## config.mk

```make
export PLATFORM = sky130hd
export DESIGN_NAME = serial_adder_ctrl_flat
export DESIGN_NICKNAME = d
export VERILOG_FILES = /design/src/rtl/serial_adder_ctrl_if.sv /design/src/rtl/serial_adder_ctrl.sv /design/src/flat_wrapper.sv
export SDC_FILE = /design/constraint.sdc
export NUM_CORES = 1
export LEC_CHECK = 0
export ABC_AREA = 0
export CELL_PAD_IN_SITES_DETAIL_PLACEMENT = 0
export CELL_PAD_IN_SITES_GLOBAL_PLACEMENT = 1
export CORE_MARGIN = 2
export CORE_UTILIZATION = 25
export CTS_CLUSTER_DIAMETER = 60
export DETAILED_ROUTE_END_ITERATION = 10
export PLACE_DENSITY_LB_ADDON = 0.1
export SYNTH_ARGS = -nofsm -noshare
export SYNTH_HDL_FRONTEND = slang
export SYNTH_SLANG_ARGS = --single-unit
export TNS_END_PERCENT = 1
```

## constraint.sdc

```tcl
create_clock -name clk -period 2.1 [get_ports clk]
set_clock_uncertainty 0.2 [all_clocks]
set_input_delay 0.42 -clock clk [delete_from_list [all_inputs] [get_ports clk]]
set_output_delay 0.42 -clock clk [all_outputs]
set_load 0.01 [all_outputs]
```

## src/rtl/serial_adder_ctrl_if.sv

```systemverilog
// ============================================================================
// Module   : serial_adder_ctrl_if
// Purpose  : Request/response bundle for the bit-serial add/subtract unit.
// Revision : 1.0 - initial release
// ============================================================================
`timescale 1ns/1ps
`default_nettype none

interface serial_adder_ctrl_if #(
  parameter int WIDTH = 32
) ();
  logic             start;
  logic             sub;
  logic [WIDTH-1:0] a;
  logic [WIDTH-1:0] b;
  logic             busy;
  logic             done;
  logic [WIDTH-1:0] result;
  logic             cout;
  logic             overflow;

  modport master (
    output start, sub, a, b,
    input  busy, done, result, cout, overflow
  );

  modport slave (
    input  start, sub, a, b,
    output busy, done, result, cout, overflow
  );
endinterface

`default_nettype wire

```

## src/rtl/serial_adder_ctrl.sv

```systemverilog
// ============================================================================
// Module   : serial_adder_ctrl
// Purpose  : Bit-serial adder/subtractor, one shared full-adder cell, LSB first.
// Revision : 1.0 - initial release
// ============================================================================
`timescale 1ns/1ps
`default_nettype none

module serial_adder_ctrl #(
  parameter int WIDTH = 32
) (
  input  wire logic            clk,
  input  wire logic            reset,
  serial_adder_ctrl_if.slave   bus
);

  localparam int                 CNT_W    = $clog2(WIDTH + 1);
  localparam logic [CNT_W-1:0]   LAST_BIT = CNT_W'(WIDTH - 1);

  localparam logic [1:0] S_IDLE = 2'd0;
  localparam logic [1:0] S_RUN  = 2'd1;
  localparam logic [1:0] S_DONE = 2'd2;

  logic [1:0]       state_q, state_d;
  logic [WIDTH-1:0] a_q, a_d;
  logic [WIDTH-1:0] b_q, b_d;
  logic [WIDTH-1:0] result_q, result_d;
  logic [CNT_W-1:0] cnt_q, cnt_d;
  logic             carry_q, carry_d;
  logic             cout_q, cout_d;
  logic             ovf_q, ovf_d;
  logic             busy_w, done_w;

  logic fa_s, fa_co, last_bit;

  // The single full-adder cell shared by every bit position.
  assign fa_s     = a_q[0] ^ b_q[0] ^ carry_q;
  assign fa_co    = (a_q[0] & b_q[0]) | (a_q[0] & carry_q) | (b_q[0] & carry_q);
  assign last_bit = (cnt_q == LAST_BIT);

  // State register
  always_ff @(posedge clk) begin
    if (reset) state_q <= S_IDLE;
    else       state_q <= state_d;
  end

  // Next-state logic
  always_comb begin
    state_d = state_q;
    case (state_q)
      S_IDLE:  if (bus.start) state_d = S_RUN;
      S_RUN:   if (last_bit)  state_d = S_DONE;
      S_DONE:  state_d = S_IDLE;
      default: state_d = S_IDLE;
    endcase
  end

  // Output decode
  always_comb begin
    busy_w = 1'b0;
    done_w = 1'b0;
    case (state_q)
      S_RUN:   busy_w = 1'b1;
      S_DONE:  done_w = 1'b1;
      default: ;
    endcase
  end

  always_comb begin
    a_d      = a_q;
    b_d      = b_q;
    carry_d  = carry_q;
    cnt_d    = cnt_q;
    result_d = result_q;
    cout_d   = cout_q;
    ovf_d    = ovf_q;
    if (state_q == S_IDLE && bus.start) begin
      // Subtraction is a + ~b + 1: the +1 rides in as the initial carry.
      a_d     = bus.a;
      b_d     = bus.sub ? ~bus.b : bus.b;
      carry_d = bus.sub;
      cnt_d   = '0;
    end else if (state_q == S_RUN) begin
      a_d                = a_q >> 1;
      b_d                = b_q >> 1;
      carry_d            = fa_co;
      cnt_d              = cnt_q + CNT_W'(1);
      result_d           = result_q >> 1;
      result_d[WIDTH-1]  = fa_s;
      if (last_bit) begin
        cout_d = fa_co;
        ovf_d  = carry_q ^ fa_co;
      end
    end
  end

  always_ff @(posedge clk) begin
    if (reset) begin
      a_q      <= '0;
      b_q      <= '0;
      carry_q  <= 1'b0;
      cnt_q    <= '0;
      result_q <= '0;
      cout_q   <= 1'b0;
      ovf_q    <= 1'b0;
    end else begin
      a_q      <= a_d;
      b_q      <= b_d;
      carry_q  <= carry_d;
      cnt_q    <= cnt_d;
      result_q <= result_d;
      cout_q   <= cout_d;
      ovf_q    <= ovf_d;
    end
  end

  assign bus.busy     = busy_w;
  assign bus.done     = done_w;
  assign bus.result   = result_q;
  assign bus.cout     = cout_q;
  assign bus.overflow = ovf_q;

endmodule

`default_nettype wire
```

## src/flat_wrapper.sv

```systemverilog
// flat-port wrapper written by rule: the top's interface ports become plain ports
module serial_adder_ctrl_flat 
#(
  parameter int WIDTH = 32
)
  (clk, reset, bus_start, bus_sub, bus_a, bus_b, bus_busy, bus_done, bus_result, bus_cout, bus_overflow);
  serial_adder_ctrl_if #(.WIDTH(WIDTH)) bus_i ();
  input  wire logic clk;
  input  wire logic reset;
  input wire logic [$bits(bus_i.start)-1:0] bus_start;
  input wire logic [$bits(bus_i.sub)-1:0] bus_sub;
  input wire logic [$bits(bus_i.a)-1:0] bus_a;
  input wire logic [$bits(bus_i.b)-1:0] bus_b;
  output wire logic [$bits(bus_i.busy)-1:0] bus_busy;
  output wire logic [$bits(bus_i.done)-1:0] bus_done;
  output wire logic [$bits(bus_i.result)-1:0] bus_result;
  output wire logic [$bits(bus_i.cout)-1:0] bus_cout;
  output wire logic [$bits(bus_i.overflow)-1:0] bus_overflow;
  assign bus_i.start = bus_start;
  assign bus_i.sub = bus_sub;
  assign bus_i.a = bus_a;
  assign bus_i.b = bus_b;
  assign bus_busy = bus_i.busy;
  assign bus_done = bus_i.done;
  assign bus_result = bus_i.result;
  assign bus_cout = bus_i.cout;
  assign bus_overflow = bus_i.overflow;
  serial_adder_ctrl #(.WIDTH(WIDTH)) u_core (.clk(clk), .reset(reset), .bus(bus_i));
endmodule
```

### Word-level counts from Yosys, hierarchy flattened

Cells that the tools add are included.

* logic and storage cells: 43
* bits in registers: 107

* bitwise operators: 10
* add/subtract/negate cells: 1
* reductions and logical operators: 7
* eq/ne operators: 5
* multiplexer cells: 12

Operators by type and width (number)
* 32-bit two-way mux: 5
* 32-bit NOT: 1
* 6-bit by 1-bit adder with 6-bit output (second input constant): 1
* 6-bit by 5-bit equality test with 1-bit output (second input constant): 1
* 1-bit two-way mux: 4
* 2-bit two-way mux: 2
* 2-bit case mux with 2 select lines: 1
* 2-bit AND reduction: 2
* 1-bit bitwise AND: 3
* 3-bit AND reduction: 1
* 1-bit bitwise XOR: 3
* 2-bit by 1-bit equality test with 1-bit output (second input constant): 1
* 2-bit equality test (second input constant): 1
* 2-bit logical NOT: 1
* 2-bit by 1-bit != test with 1-bit output (second input constant): 1
* 2-bit != test (second input constant): 1
* 1-bit OR: 2
* 2-bit nonzero test: 1
* 2-bit OR reduction: 1
* 1-bit logical AND: 1
* 1-bit NOT: 1

### Longest topological paths before layout

* depth in word-level cells: 5
* depth in mapped cells: 7
* mapped depth without buffers: 4

### Worst setup path before layout

Ideal clock, no wire load.

* path kind: input -> register
* start point: in bus_sub
* end point: reg u_core.b_q[10]
* stages: 5
* path slack: 0.314 ns
* data required time: 1.777 ns
* arrival time: 1.464 ns
* path buffers: 2
* path through: buf_4 -> buf_1 -> xnor2_1 -> nor2_1 -> a221o_2

* cells in the longest elaborated chain, start to end: 2

Ends and longest elaborated chain
* start, declared: RTL line flat_wrapper.sv:11 `input wire logic [$bits(bus_i.sub)-1:0] bus_sub;`
* 32-bit two-way mux: RTL line serial_adder_ctrl.sv:80 `b_d = bus.sub ? ~bus.b : bus.b;`
* 32-bit two-way mux: RTL line serial_adder_ctrl.sv:77 `if (state_q == S_IDLE && bus.start) begin`
* end signal, assigned: RTL line serial_adder_ctrl.sv:100 `b_q <= '0;`
* end signal, assigned: RTL line serial_adder_ctrl.sv:108 `b_q <= b_d;`
* end, declared: RTL line serial_adder_ctrl.sv:26 `logic [WIDTH-1:0] b_q, b_d;`

Every way passes these cells.
A chain may end at the register's enable or synchronous reset.

### Worst setup path in the final report

* start point: in bus_start
* end point: reg u_core.b_q[5]

* cells in the longest elaborated chain, start to end: 2

Ends and longest elaborated chain
* start, declared: RTL line flat_wrapper.sv:10 `input wire logic [$bits(bus_i.start)-1:0] bus_start;`
* 1-bit logical AND (*): RTL line serial_adder_ctrl.sv:77
* 32-bit two-way mux / 2-bit nonzero test (equally long branches)

Mark *: on every way between the ends. The rest lies on a longest branch, timed or not.

==> results.tsv <==
stage	metric	value	unit
power	combPwrFrac	13.9	%
synthesis	synth_commonest_cells	107 x dfxtp_1, 70 x nor2_1, 69 x a21oi_1, 67 x nand2_1, 35 x nand2b_1	
synthesis	yosysMostFrequentCell	dfxtp_1	
synthesis	synth.largest_area_cell	dfxtp_1	
global_routing	antenna_found_initial	0	
drt	postRouteAntennaNets	0	
final_layout	area_growth_syn_to_layout	34.5	%
floorplan	dieArea	20100	µm²
clocking	clock_path_buffers	2	
sta	finalCritPeriodShare	91.0	%
placement	hpwl	7980	µm
final_layout	seq_area	2150	µm²
critical_path	worstSetupPathType	input pin to flip-flop	
sta	slew_headroom	64.1	%
sta	slew_violations	0	
floorplan	rows	50	
final_layout	drive_above_1_share	15.8	%
power	ir_worst_vdd	0.386	mV
drt	firstDrtPassIters	4	
global_routing	first_global_vias	3822	
critical_path	cp.arrival	2.01	ns
critical_path	critPathRequiredTime	2.20	ns
synthesis	yosysUniqueCellTypes	37	
sta	tightest_slew	0.538	ns
synthesis	synth_cells	554	
sta	period_minus_slack	1.91	ns
synthesis	syn-num-nets	624	
final_layout	num-nets-final	711	
status	outcome	complete, no violations	
drt	post_drt_wl_per_cell	13.7	µm
power	p_leak	2.25	nW
clocking	clock_latency	0.35	ns
synthesis	synth_top_flop_cell	dfxtp_1	
power	pwr-share-clk	38.4	%
placement	io_buffers	103	
synthesis	syn_area	4740	µm²
synthesis	yosys_warnings	0	
clocking	clock_sinks	107	
synthesis	syn_area_per_cell	8.55	µm²
drt	num_vias	3989	
sta	setup_viol	0	
floorplan	die_y	142	µm
global_routing	grtUsageTotal	12.3	%
clocking	cts-buffers-inserted	9	
clocking	clkSlewWorstSetupHoldPaths	0.07	ns
synthesis	synth-async-reset-ratio	0	%
drt	routed_wl	12100	µm
floorplan	core	18600	µm²
sta	hold_viol_final	0	
critical_path	end_kind	flip-flop	
final_layout	multiInputGateArea	2370	µm²
final_layout	fillers	1966	
hold_path	hp-class	input pin to flip-flop	
sta	max_freq	523	MHz
synthesis	synth_edf_count	0	
sta	grt_setup_unrepaired	no	
floorplan	fp.dieW	142	µm
power	p_int	3.44	mW
critical_path	critPathLaunchType	input pin	
global_routing	grt_max_degree	49	
clocking	postCtsHoldBufs	0	
power	p_switching	1.17	mW
global_routing	grt_pass1_wl	19700	µm
clocking	cts_tree	done	
job	drv_cap	0	
synthesis	yosys-top-cells-area	dfxtp_1 45%, a21oi_1 7.3%, xnor2_1 6.3%, or3b_2 5.9%, nor2_1 5.5%	
power	total_power	4.60	mW
sta	holdWs	0.157	ns
power	powerDensity	722	nW/µm²
placement	gp_congestion	0.722	
clocking	htreeDepth	3	
floorplan	io_pins	104	
power	switching_share	25.3	%
drt	drc	0	
drt	drt_iter0_drc	206	
critical_path	cp_max_fo	31	
final_layout	final_util	34.2	%
global_routing	grt-ovfl-total	0	
synthesis	synth_top_area_share	45.2	%
synthesis	ys_seq_elements	107	
synthesis	synth-seq-area-share	45.2	%
power	p_seq_share	47.8	%
floorplan	initial_core_util	25.4	%
clocking	clock-root-buffer	clkbuf_16	
drt	detail_route.vias_per_cell	4.53	
final_layout	n_antenna_cell	0	
## critical path: stages
cell and delay [ns]:
clkdlybuf4s50_1 0.59, or4b_1 0.52, buf_12 0.19, nor2_1 0.14
a221o_2 0.13
## layer usage
metal | track usage (%) | share of wire (%) | up-vias
li1 | - | - | 2065
met2 | 19.4 | 45 | 79
met3 | 3.91 | 5.3 | 8
met5 | 0 | 0 | -
met4 | 3.89 | 1.3 | 0
met1 | 15.9 | 48 | 1837
## through the flow
| stage | area (µm²) | TNS, ns | cells | setup slack [ns] |
|---|---|---|---|---|
| 2_1_floorplan | 4740 | 0 | 554 | 0.314 |
| 3_3_place_gp | 6050 | -7.25 | 863 | -0.151 |
| 3_5_place_dp | 6050 | -8.32 | 863 | -0.167 |
| 4_1_cts | 6370 | 0 | 880 | 0.170 |
| 5_1_grt | 6370 | 0 | 880 | 0.122 |
| 6_report | 6370 | 0 | 880 | 0.189 |
## registers in the layout, indices dropped and copies added, names as in the netlist
register / flops
u_core.bus.cout: 1
u_core.a_q: 32
u_core.carry_q: 1
u_core.bus.result: 32
u_core.bus.overflow: 1
u_core.cnt_q: 6
u_core.state_q: 2
u_core.b_q: 32
## path summary, 6_finish.rpt
kind | from | end | slack, ns | cells after the start
max reg2reg | u_core.state_q[0] | u_core.b_q[5] | 0.27 | 5
max | bus_start | u_core.b_q[5] | 0.19 | 5
min | reset | u_core.bus.overflow | 0.16 | 2
min reg2reg | u_core.bus.result[7] | u_core.bus.result[6] | 0.27 | 2
## power groups by stage
stage	sequential [mW]	clock [mW]	combinational (mW)
2_1_floorplan	2.23	0	0.406
5_1_grt	2.21	1.94	0.709
3_5_place_dp	2.25	0	0.642
6_report	2.20	1.76	0.638
4_1_cts	2.20	1.85	0.653
3_3_place_gp	2.25	0	0.640
## layout by cell type, fill, tap and decap left out, types with 2 or more instances in the layout
| master | count |
|---|---|
| dfxtp_1 | 105 |
| clkdlybuf4s50_1 | 99 |
| a21oi_1 | 69 |
| nor2_1 | 68 |
| nand2_1 | 67 |
| xnor2_1 | 34 |
| nand2b_1 | 34 |
| nor3_1 | 33 |
| or3b_2 | 32 |
| a221o_2 | 23 |
| buf_4 | 17 |
| clkbuf_16 | 9 |
| a221o_1 | 8 |
| buf_12 | 5 |
| o21ai_0 | 3 |
| or3_1 | 3 |
| clkinv_4 | 3 |
| nor2_2 | 2 |
| a22oi_1 | 2 |
| buf_2 | 2 |
| dlygate4sd2_1 | 2 |
## repair_timing
| item | in CTS | in global routing |
|---|---|---|
| setup endpoints to repair | 2 | 0 |
| buffers inserted | 1 | 0 |
| resized for setup | 5 | 0 |
| endpoints found under the hold margin | 0 | 0 |
## cell families after synthesis
family	after synthesis	synth area share (%)
multiplexers	1	0.211
adder cells (fa/ha/maj)	2	0.687
AO/OA/AOI/OAI	109	15.8
XOR/XNOR	35	6.47
flip-flops	107	45.2
buffers and inverters	51	4.99
AND/OR/NAND/NOR	249	26.6
## final cells by class
type	count	area share, %
multi-input combinational	396	37.2
inverter	2	0.118
clock buffer	9	3.53
sequential	107	33.7
tap	234	4.59
clock inverter	7	1.32
timing repair buffer	125	19.5
Note: power is estimated with default switching activity, not from simulation.
